### src/rtl/pipelined_barrel_shifter.sv
// Fully pipelined barrel shifter (LSL/LSR/ASR/ROR) with carry-out, zero flag and tag.
// Stage g shifts by 2**g when its amount bit is set; valid/ready handshake on both sides.
module pipelined_barrel_shifter #(
  parameter int DATA_W = 32,
  parameter int TAG_W  = 4,
  localparam int NUM_STAGE = $clog2(DATA_W)
) (
  input  logic                 clk,
  input  logic                 rst,
  input  logic                 s_valid,
  output logic                 s_ready,
  input  logic [DATA_W-1:0]    s_data,
  input  logic [NUM_STAGE-1:0] s_amt,
  input  logic [1:0]           s_mode,
  input  logic [TAG_W-1:0]     s_tag,
  output logic                 m_valid,
  input  logic                 m_ready,
  output logic [DATA_W-1:0]    m_data,
  output logic                 m_carry,
  output logic                 m_zero,
  output logic [TAG_W-1:0]     m_tag
);

  localparam logic [1:0] MODE_LSL = 2'b00;
  localparam logic [1:0] MODE_LSR = 2'b01;
  localparam logic [1:0] MODE_ASR = 2'b10;

  logic [NUM_STAGE:0]   stage_ready;
  logic [NUM_STAGE-1:0] stage_valid;

  // A stage may load when it is empty or its successor is loading too, so bubbles collapse.
  always_comb begin
    stage_ready[NUM_STAGE] = m_ready;
    for (int i = NUM_STAGE - 1; i >= 0; i--) begin
      stage_ready[i] = !stage_valid[i] || stage_ready[i+1];
    end
  end

  assign s_ready = stage_ready[0] && !rst;

  genvar g;
  generate
    for (g = 0; g < NUM_STAGE; g++) begin : g_stage
      localparam int SHIFT = 1 << g;
      localparam int AMT_W = NUM_STAGE - g;

      logic              in_valid;
      logic [DATA_W-1:0] in_data;
      logic [AMT_W-1:0]  in_amt;
      logic [1:0]        in_mode;
      logic [TAG_W-1:0]  in_tag;
      logic              in_carry;

      logic [DATA_W-1:0] next_data;
      logic              next_carry;

      logic              valid_q;
      logic [DATA_W-1:0] data_q;
      logic [TAG_W-1:0]  tag_q;
      logic              carry_q;

      if (g == 0) begin : g_src
        assign in_valid = s_valid && s_ready;
        assign in_data  = s_data;
        assign in_amt   = s_amt;
        assign in_mode  = s_mode;
        assign in_tag   = s_tag;
        assign in_carry = 1'b0;
      end else begin : g_src
        assign in_valid = g_stage[g-1].valid_q;
        assign in_data  = g_stage[g-1].data_q;
        assign in_amt   = g_stage[g-1].g_fwd.amt_q;
        assign in_mode  = g_stage[g-1].g_fwd.mode_q;
        assign in_tag   = g_stage[g-1].tag_q;
        assign in_carry = g_stage[g-1].carry_q;
      end

      // Carry is the last bit shifted out by the most recent active stage; with ASR the
      // MSB never changes, so filling from the current MSB equals filling from the original sign.
      always_comb begin
        next_data  = in_data;
        next_carry = in_carry;
        if (in_amt[0]) begin
          case (in_mode)
            MODE_LSL: begin
              next_data  = in_data << SHIFT;
              next_carry = in_data[DATA_W-SHIFT];
            end
            MODE_LSR: begin
              next_data  = in_data >> SHIFT;
              next_carry = in_data[SHIFT-1];
            end
            MODE_ASR: begin
              next_data  = $unsigned($signed(in_data) >>> SHIFT);
              next_carry = in_data[SHIFT-1];
            end
            default: begin
              next_data  = (in_data >> SHIFT) | (in_data << (DATA_W - SHIFT));
              next_carry = in_data[SHIFT-1];
            end
          endcase
        end
      end

      always_ff @(posedge clk) begin
        if (rst) begin
          valid_q <= 1'b0;
          data_q  <= '0;
          tag_q   <= '0;
          carry_q <= 1'b0;
        end else if (stage_ready[g]) begin
          valid_q <= in_valid;
          if (in_valid) begin
            data_q  <= next_data;
            tag_q   <= in_tag;
            carry_q <= next_carry;
          end
        end
      end

      // Amount bits retire as they are consumed; the last stage needs neither amount nor mode.
      if (g < NUM_STAGE - 1) begin : g_fwd
        logic [AMT_W-2:0] amt_q;
        logic [1:0]       mode_q;

        always_ff @(posedge clk) begin
          if (rst) begin
            amt_q  <= '0;
            mode_q <= '0;
          end else if (stage_ready[g] && in_valid) begin
            amt_q  <= in_amt[AMT_W-1:1];
            mode_q <= in_mode;
          end
        end
      end

      assign stage_valid[g] = valid_q;
    end
  endgenerate

  assign m_valid = g_stage[NUM_STAGE-1].valid_q;
  assign m_data  = g_stage[NUM_STAGE-1].data_q;
  assign m_carry = g_stage[NUM_STAGE-1].carry_q;
  assign m_tag   = g_stage[NUM_STAGE-1].tag_q;
  assign m_zero  = (m_data == '0);

endmodule

### config.mk
export PLATFORM = sky130hd
export DESIGN_NAME = pipelined_barrel_shifter
export DESIGN_NICKNAME = d
export VERILOG_FILES = /design/src/rtl/pipelined_barrel_shifter.sv
export SDC_FILE = /design/constraint.sdc
export NUM_CORES = 1
export LEC_CHECK = 0
export CORE_MARGIN = 2
export CORE_UTILIZATION = 35
export DETAILED_ROUTE_END_ITERATION = 8
export GPL_TIMING_DRIVEN = 1
export PLACE_DENSITY = 0.59
export SYNTH_ARGS = -nofsm -noshare
export SYNTH_HDL_FRONTEND = slang
export SYNTH_SLANG_ARGS = --single-unit
### constraint.sdc
create_clock -name clk -period 1.7 [get_ports clk]
set_input_delay 0.34 -clock clk [delete_from_list [all_inputs] [get_ports clk]]
set_output_delay 0.34 -clock clk [all_outputs]
set_load 0.005 [all_outputs]
# ---- Word level (Yosys, flattened, before mapping)
# Index checks and enable logic that the tools add are counted.
dict set report op_classes {
  n_eq_ne 10
  n_mux 20
  bitwise_logic 5
  reduce_logical 28
}
# operator n
set op_table {}
lappend op_table {{$pmux 32 s3} 5}
lappend op_table {{$mux 32} 5}
lappend op_table {{$logic_not 32->1} 1}
lappend op_table {{$or 16x32->32} 1}
lappend op_table {{$or 24x32->32} 1}
lappend op_table {{$or 28x32->32} 1}
lappend op_table {{$or 30x32->32} 1}
lappend op_table {{$or 31x32->32} 1}
lappend op_table {{$eq 2x1->1 const B} 5}
lappend op_table {{$eq 2x2->1 const B} 5}
lappend op_table {{$logic_not 2->1} 5}
lappend op_table {{$mux 1} 10}
lappend op_table {{$reduce_and 2->1} 5}
lappend op_table {{$logic_and 1x1->1} 6}
lappend op_table {{$logic_not 1->1} 6}
lappend op_table {{$logic_or 1x1->1} 5}
dict set report totals {
  ff_bits 208
  input_bits 47
  out_inout_bits 40
  elab_cells 91
}

# ---- Logic depth before layout (Yosys ltp)
# Gate-level depths: netlist of the first run.
dict set report logic_depth {
  word_depth 9
  ltp_mapped 7
  mapped_depth_nobuf 4
}

# ---- Worst setup path before layout of the first run
# OpenSTA, ideal clock, no wires.
dict set report synth_path {
  path_kind {reg-to-reg}
  startpoint {register g_stage[1].g_fwd.mode_q[1]}
  endpoint {register g_stage[2].data_q[20]}
  setup_time_ns 0.070
  t_arrival_ns 1.537
  required_time_ns 1.630
  slack_ns 0.092
  stages_incl_launch_ff 8
  synth_period_minus_slack_ns 1.608
  cell_sequence {dfxtp_1 > buf_4 > or2_2 > buf_4 > buf_4 > mux2i_1 > a211o_1 > a21oi_1}
}
dict set report synth_between {
  elab_chain_cells 3
}
# element line
set synth_lines {}
lappend synth_lines {{from (decl)} 124} ;# logic [1:0] mode_q;
lappend synth_lines {{from (signal assigned)} 132} ;# mode_q <= in_mode;
lappend synth_lines {{$eq 2x2->1, or another cell as far along} 84} ;# case (in_mode)
lappend synth_lines {{$pmux 32 s3 (*)} 84}
lappend synth_lines {{$mux 32 (*)} 83} ;# if (in_amt[0]) begin
lappend synth_lines {{to (signal assigned)} 114} ;# data_q <= next_data;
lappend synth_lines {{to (decl)} 58} ;# logic [DATA_W-1:0] data_q;
# Mark *: on every way between the ends. The rest lies on a longest branch, timed or not.
# A chain may end at the register's enable or synchronous reset.

# ---- Final worst setup path of the first run
dict set report layout_path {
  startpoint {register g_stage[4].data_q[19] (netlist: m_data[19])}
  endpoint {output m_zero}
}
dict set report layout_between {
  elab_chain_cells 1
}
# element line
set layout_lines {}
lappend layout_lines {{from (decl)} 58}
lappend layout_lines {{from (signal assigned)} 114}
lappend layout_lines {{$logic_not 32->1} 145} ;# assign m_zero = (m_data == '0);
lappend layout_lines {{to (decl)} 20} ;# output logic m_zero,
# No other way between the ends.

==> results.txt, run 1 <==
most instantiated cells after synthesis: nand2_1 (225), dfxtp_1 (208), nor2_1 (168), nand3b_1 (98), a21oi_1 (96)
Worst-Skew Late Latency: 520 ps
path class of the lowest-slack min-delay path: in2reg
number of warning messages in the yosys log: 0
post-route total power: 11.99 mW
top routing layer used: met4
total iterations of the first detailed-routing run: 5
number of flops mapped to enable cells by yosys: 0
critical path cell sequence: nor4_4 > buf_4 > nand4_1 > nor2_1 > buf_2
number of violations reported at the end of detailed-routing iteration 0: 748
Slew Limit Headroom: 0.6485
All-Layer GR Usage: 0.1773
achievable frequency: 512.3 MHz
total clock buffers created by CTS: 25
number of antenna violations at the first check in global routing: 0
Crit-path slowest cell: dfxtp_2
fraction of the cycle the final worst path needs: 1.148
starting utilization of the core area: 0.3559
final max-slew violation count: 0
routed wire length per instance: 15.40 um
buffer cell driving the clock tree root: clkbuf_16
switching power as a share of total power: 0.2375
number of top-level pins: 87
Hold Violations, Final: 0
final critical delay including setup and external delays: 1952 ps
Critical Setup Path Class: reg2out
ratio of cells with drive above 1 in the final layout: 0.1453
leading post-synthesis cells by cell area: dfxtp_1 (39%), nand2_1 (8.0%), nand3b_1 (7.0%)
gp weighted congestion: 0.8319
WP data arrival: 1610 ps
Worst Slack Setup Final: -252.1 ps
met3 wirelength from detailed routing: 1151 um
total placed cells including tap cells: 1804
internal power component: 9.142 mW
final design utilization: 0.4516
final count of negative-setup-slack endpoints: 1
hold_ws: 29.74 ps
number of storage elements in the synthesis netlist: 208
post-layout net count: 1490
Post-Syn Area per Cell: 7.868 um^2
post-detailed-placement cell area: 0.01249 mm^2
# port buffers: 86
CTS HTree Levels: 1
largest fanout on the critical path: 2
Post-Synthesis Cells: 1344
met2 wirelength from detailed routing: 12780 um
Area growth syn-to-layout: 26.91%
ANT cells: 0
relative contribution of combinational cells to total power: 0.102
first-pass GRT wire length: 46850 um
status: finished, violations left
largest net degree at the start of global routing: 84
Rows: 63
final global-route overflow total: 0
deepest clock path buffer count: 3
cell type contributing the most total cell area after synthesis: dfxtp_1
failing checks: setup timing
power per standard cell area: 893.4 mW/mm^2
RSZ-0062 raised after global routing: yes
total number of vias: 9898
synthesized netlist net count: 1391
library cells used by synthesis: 44
static leakage: 4.932 nW
area fraction of the dominant cell type after synthesis: 0.3938
share of async-settable or async-resettable flops after synthesis: 0
maximum capacitance violations: 0
transition time of the tightest slew-check pin: 526.7 ps
power share of the sequential group: 0.431
clock tree from TritonCTS: built
clock power share: 0.467
clock sinks: 208
via count of the first global-routing pass: 9161
drc violations: 0
switching power summed over all nets: 2.847 mW
routed metal-1 wire length: 13930 um
worst stage delay on the critical path: 330 ps
die height: 177.8 um
kind of capture point of the worst setup path: output port
kind of start point of the critical path: register
number of buffers inserted for hold repair after clock tree synthesis: 0
half-perimeter wire length after placement: 19950 um
worst setup skew after layout: 15.89 ps
final standard cell area without fillers: 0.01342 mm^2
Clock transition at path regs: 60 ps
Post-synth top flop: dfxtp_1
horizontal extent of the die: 177.8 um
CP Data Required Time: 1360 ps
area of the die: 0.03162 mm^2
share of the yosys chip area belonging to registers: 0.3938
Std-Cell Core Area: 0.02972 mm^2
netlist area before placement: 0.01058 mm^2
final routed wirelength across all metal layers: 28480 um
Via-to-Cell Ratio: 5.353
most common cell in the synthesized netlist: nand2_1
antenna violation net count after detailed routing: 0
final cell count without fillers: 1849
IR Drop Worst-Case VDD: 0.6325 mV
[registers in the layout, summed over array words and instances, names as in the netlist]
name / flops
g_stage.carry_q: 4
g_stage.data_q: 128
g_stage.g_fwd.amt_q: 10
g_stage.g_fwd.mode_q: 8
g_stage.tag_q: 16
g_stage.valid_q: 4
m_carry: 1
m_data: 32
m_tag: 4
m_valid: 1
[final cells by class]
| type | instances | area, um^2 |
|---|---|---|
| well taps | 390 | 488.0 |
| fillers | 2928 | 16300 |
| repair buffers | 208 | 2014 |
| clock inverters | 8 | 147.6 |
| clock buffers | 35 | 723.2 |
| inverters | 18 | 67.56 |
| multi-input cells | 982 | 5776 |
| flip-flops and latches | 208 | 4204 |
[logic make-up (layout without fill, tap and decap cells)]
group	after synthesis	after routing	synth area share
mux	44	44	0.04176
simple gates	574	574	0.2556
flops	208	208	0.3938
xor+xnor	1	1	0.0008284
buf+inv	154	269	0.06566
compound gates	363	363	0.2424
[through the flow]
step | TNS (ps) | worst slack [ps]
after detailed placement | -36730 | -436.7
after CTS | -473.2 | -297.3
after floorplan | 0 | 92.49
after global placement | -33180 | -414.7
final | -252.1 | -252.1
after global routing | -405.8 | -356.7
[critical path: cells and delay by family, from the launching register on]
| kind | cells | cell delay (ps) |
|---|---|---|
| and+or+nand+nor | 3 | 490 |
| buffers and inverters | 2 | 260 |
| DFF | 1 | 330 |
[worst paths after layout]
check        slack, ps  cells after the start                                  to                              from
min                 30                      2     g_stage[3].valid_q$_SDFFE_PP0P_                               rst
max reg2reg        110                      6  g_stage[0].data_q[12]$_SDFFE_PP0P_   g_stage[2].valid_q$_SDFFE_PP0P_
min reg2reg        450                      2               m_tag[0]$_SDFFE_PP0P_  g_stage[3].tag_q[0]$_SDFFE_PP0P_
max               -250                      5                              m_zero           m_data[19]$_SDFFE_PP0P_
[power groups by stage]
stage,logic [mW],registers [mW],clock network (mW)
detailed placement,1.22,5.27,0
floorplan,0.802,5.21,0
finish,1.22,5.17,5.60
global route,1.35,5.19,5.94
CTS,1.21,5.17,5.70
global placement,1.20,5.27,0
[what timing repair did]
item | CTS | global route
setup buffers | 1 | 0
pin swaps | 4 | 1
cloned | 0 | 1
setup endpoints to repair | 55 | 43
gates resized for setup | 80 | 6
[per-layer routing]
metal,up-vias,global-route usage
met5,-,0
met4,0,0.04542
met3,41,0.01949
met2,231,0.2771
met1,4590,0.2586
li1,5036,-
[placed cells by master (no fill, tap or decap), drive strengths merged, types with 5 or more instances in the layout]
| cell | count |
|---|---|
| nand2 | 225 |
| dfxtp | 208 |
| nor2 | 170 |
| buf | 125 |
| nand3b | 98 |
| a21oi | 96 |
| o21ai | 77 |
| a311o | 61 |
| mux2i | 43 |
| clkdlybuf4s50 | 43 |
| a211o | 42 |
| dlygate4sd2 | 37 |
| clkbuf | 36 |
| nor3 | 33 |
| a221oi | 26 |
| o41ai | 25 |
| inv | 19 |
| and3 | 17 |
| a211oi | 12 |
| a21o | 11 |
| nor4 | 8 |
| nor2b | 7 |
| a311oi | 5 |
Power figures use the tool's default switching activity.
==> run 2: changes to the inputs <==
--- a/config.mk
+++ b/config.mk
@@ -10,6 +10,7 @@
 export DETAILED_ROUTE_END_ITERATION = 8
 export GPL_TIMING_DRIVEN = 1
 export PLACE_DENSITY = 0.59
+export RECOVER_POWER = 25
 export SYNTH_ARGS = -nofsm -noshare
 export SYNTH_HDL_FRONTEND = slang
 export SYNTH_SLANG_ARGS = --single-unit
==> results.txt, run 2 (synthesis gave the netlist of run 1 again) <==
All-Layer GR Usage: 0.1773
critical path cell sequence: nor4_4 > buf_4 > nand4_1 > nor2_1 > buf_2
failing checks: setup timing
top routing layer used: met4
Std-Cell Core Area: 0.02972 mm^2
Crit-path slowest cell: dfxtp_2
kind of start point of the critical path: register
total clock buffers created by CTS: 25
starting utilization of the core area: 0.3559
post-route total power: 11.97 mW
WP data arrival: 1610 ps
final count of negative-setup-slack endpoints: 1
power share of the sequential group: 0.432
antenna violation net count after detailed routing: 0
deepest clock path buffer count: 3
total iterations of the first detailed-routing run: 6
maximum capacitance violations: 0
final critical delay including setup and external delays: 1954 ps
worst setup skew after layout: 15.02 ps
hold_ws: 28.72 ps
top library cells by usage in the layout, fill and taps aside: nand2_1 (224), dfxtp_1 (179), nor2_1 (167)
final cell count without fillers: 1849
Rows: 63
final global-route overflow total: 0
clock power share: 0.467
CTS HTree Levels: 1
fill cell total of the finished layout: 2944
Via-to-Cell Ratio: 5.356
number of top-level pins: 87
static leakage: 4.858 nW
switching power summed over all nets: 2.840 mW
transition time of the tightest slew-check pin: 533.0 ps
total placed cells including tap cells: 1804
switching power as a share of total power: 0.2372
RSZ-0062 raised after global routing: yes
number of buffers inserted for hold repair after clock tree synthesis: 0
fraction of the cycle the final worst path needs: 1.150
post-detailed-placement cell area: 0.01249 mm^2
family of cells with the greatest summed delay on the critical path: simple AND/OR/NAND/NOR gates
met2 wirelength from detailed routing: 12810 um
achievable frequency: 511.7 MHz
first-pass GRT wire length: 46850 um
power per standard cell area: 898.2 mW/mm^2
post-layout net count: 1490
Critical Setup Path Class: reg2out
final design utilization: 0.4485
clock sinks: 208
final max-slew violation count: 0
Worst-Skew Late Latency: 520 ps
gp weighted congestion: 0.8319
CP Data Required Time: 1360 ps
number of violations reported at the end of detailed-routing iteration 0: 758
Worst Slack Setup Final: -254.3 ps
internal power component: 9.132 mW
Hold Violations, Final: 0
# port buffers: 86
final standard cell area without fillers: 0.01333 mm^2
path class of the lowest-slack min-delay path: in2reg
via count of the first global-routing pass: 9161
Critical path buffers and inverters: 2
Slew Limit Headroom: 0.6443
largest net degree at the start of global routing: 84
final routed wirelength across all metal layers: 28460 um
worst stage delay on the critical path: 330 ps
relative contribution of combinational cells to total power: 0.101
clock tree from TritonCTS: built
routed wire length per instance: 15.39 um
status: finished, violations left
leading cell type in the layout, fill and taps excluded: nand2_1
IR Drop Worst-Case VDD: 0.6308 mV
kind of capture point of the worst setup path: output port
area of the die: 0.03162 mm^2
drc violations: 0
number of antenna violations at the first check in global routing: 0
Area growth syn-to-layout: 26.04%
routed metal-1 wire length: 13910 um
met3 wirelength from detailed routing: 1108 um
ANT cells: 0
max FFs per register: 128
Seq. cell area: 0.004200 mm^2
largest fanout on the critical path: 2
buffer cell driving the clock tree root: clkbuf_16
horizontal extent of the die: 177.8 um
largest register by flop count: g_stage.data_q
die height: 177.8 um
total number of vias: 9903
Clock transition at path regs: 60 ps
half-perimeter wire length after placement: 19950 um
area of the multi-input gates: 0.005773 mm^2
ratio of cells with drive above 1 in the final layout: 0.1371
-- run 2: changes by cell type in the layout (fill, tap and decap cells not counted), sizes merged --
cell,change
clkdlybuf4s25,+1
clkbuf,+19
dlymetal6s2s,-1
buf,-19
-- run 2: repair_timing --
action	CTS	global route
gates cloned	0	1
pin swaps	4	1
resized for setup	80	6
endpoints found under the setup margin	55	43
setup buffers	1	0
-- run 2: metal layers --
metal / GRT usage / vias to the layer above
met1: 0.2586 / 4610
met3: 0.01949 / 41
li1: - / 5038
met2: 0.2771 / 214
met4: 0.04542 / 0
met5: 0 / -
-- run 2: through the flow --
stage                     setup TNS, ps  setup slack [ps]
final                            -254.3            -254.3
after global routing              -2353            -356.7
after CTS                        -473.2            -297.3
after detailed placement         -36730            -436.7
after global placement           -33180            -414.7
after floorplan                       0             92.49
-- run 2: path summary, 6_finish.rpt --
kind / from / to / slack (ps) / cells after the start
setup / recovery: m_data[19]$_SDFFE_PP0P_ / m_zero / -250 / 5
hold / removal: rst / g_stage[3].valid_q$_SDFFE_PP0P_ / 30 / 2
setup reg to reg: g_stage[3].valid_q$_SDFFE_PP0P_ / g_stage[3].data_q[12]$_SDFFE_PP0P_ / 50 / 8
hold reg to reg: g_stage[3].tag_q[0]$_SDFFE_PP0P_ / m_tag[0]$_SDFFE_PP0P_ / 450 / 2
-- run 2: power by group through the flow --
stage | Combinational [mW] | Sequential (mW) | Clock (mW)
4_1_cts | 1.21 | 5.17 | 5.70
3_5_place_dp | 1.22 | 5.27 | 0
2_1_floorplan | 0.802 | 5.21 | 0
6_report | 1.21 | 5.17 | 5.59
5_1_grt | 1.34 | 5.19 | 5.94
3_3_place_gp | 1.20 | 5.27 | 0
-- run 2: area by class of cell --
type                       count  share of cell area
tap                          390             0.03661
multi-input combinational    982              0.4331
clock buffer                  35             0.05426
timing repair buffer         208              0.1447
inverter                      18            0.005069
clock inverter                 8             0.01108
sequential                   208              0.3151
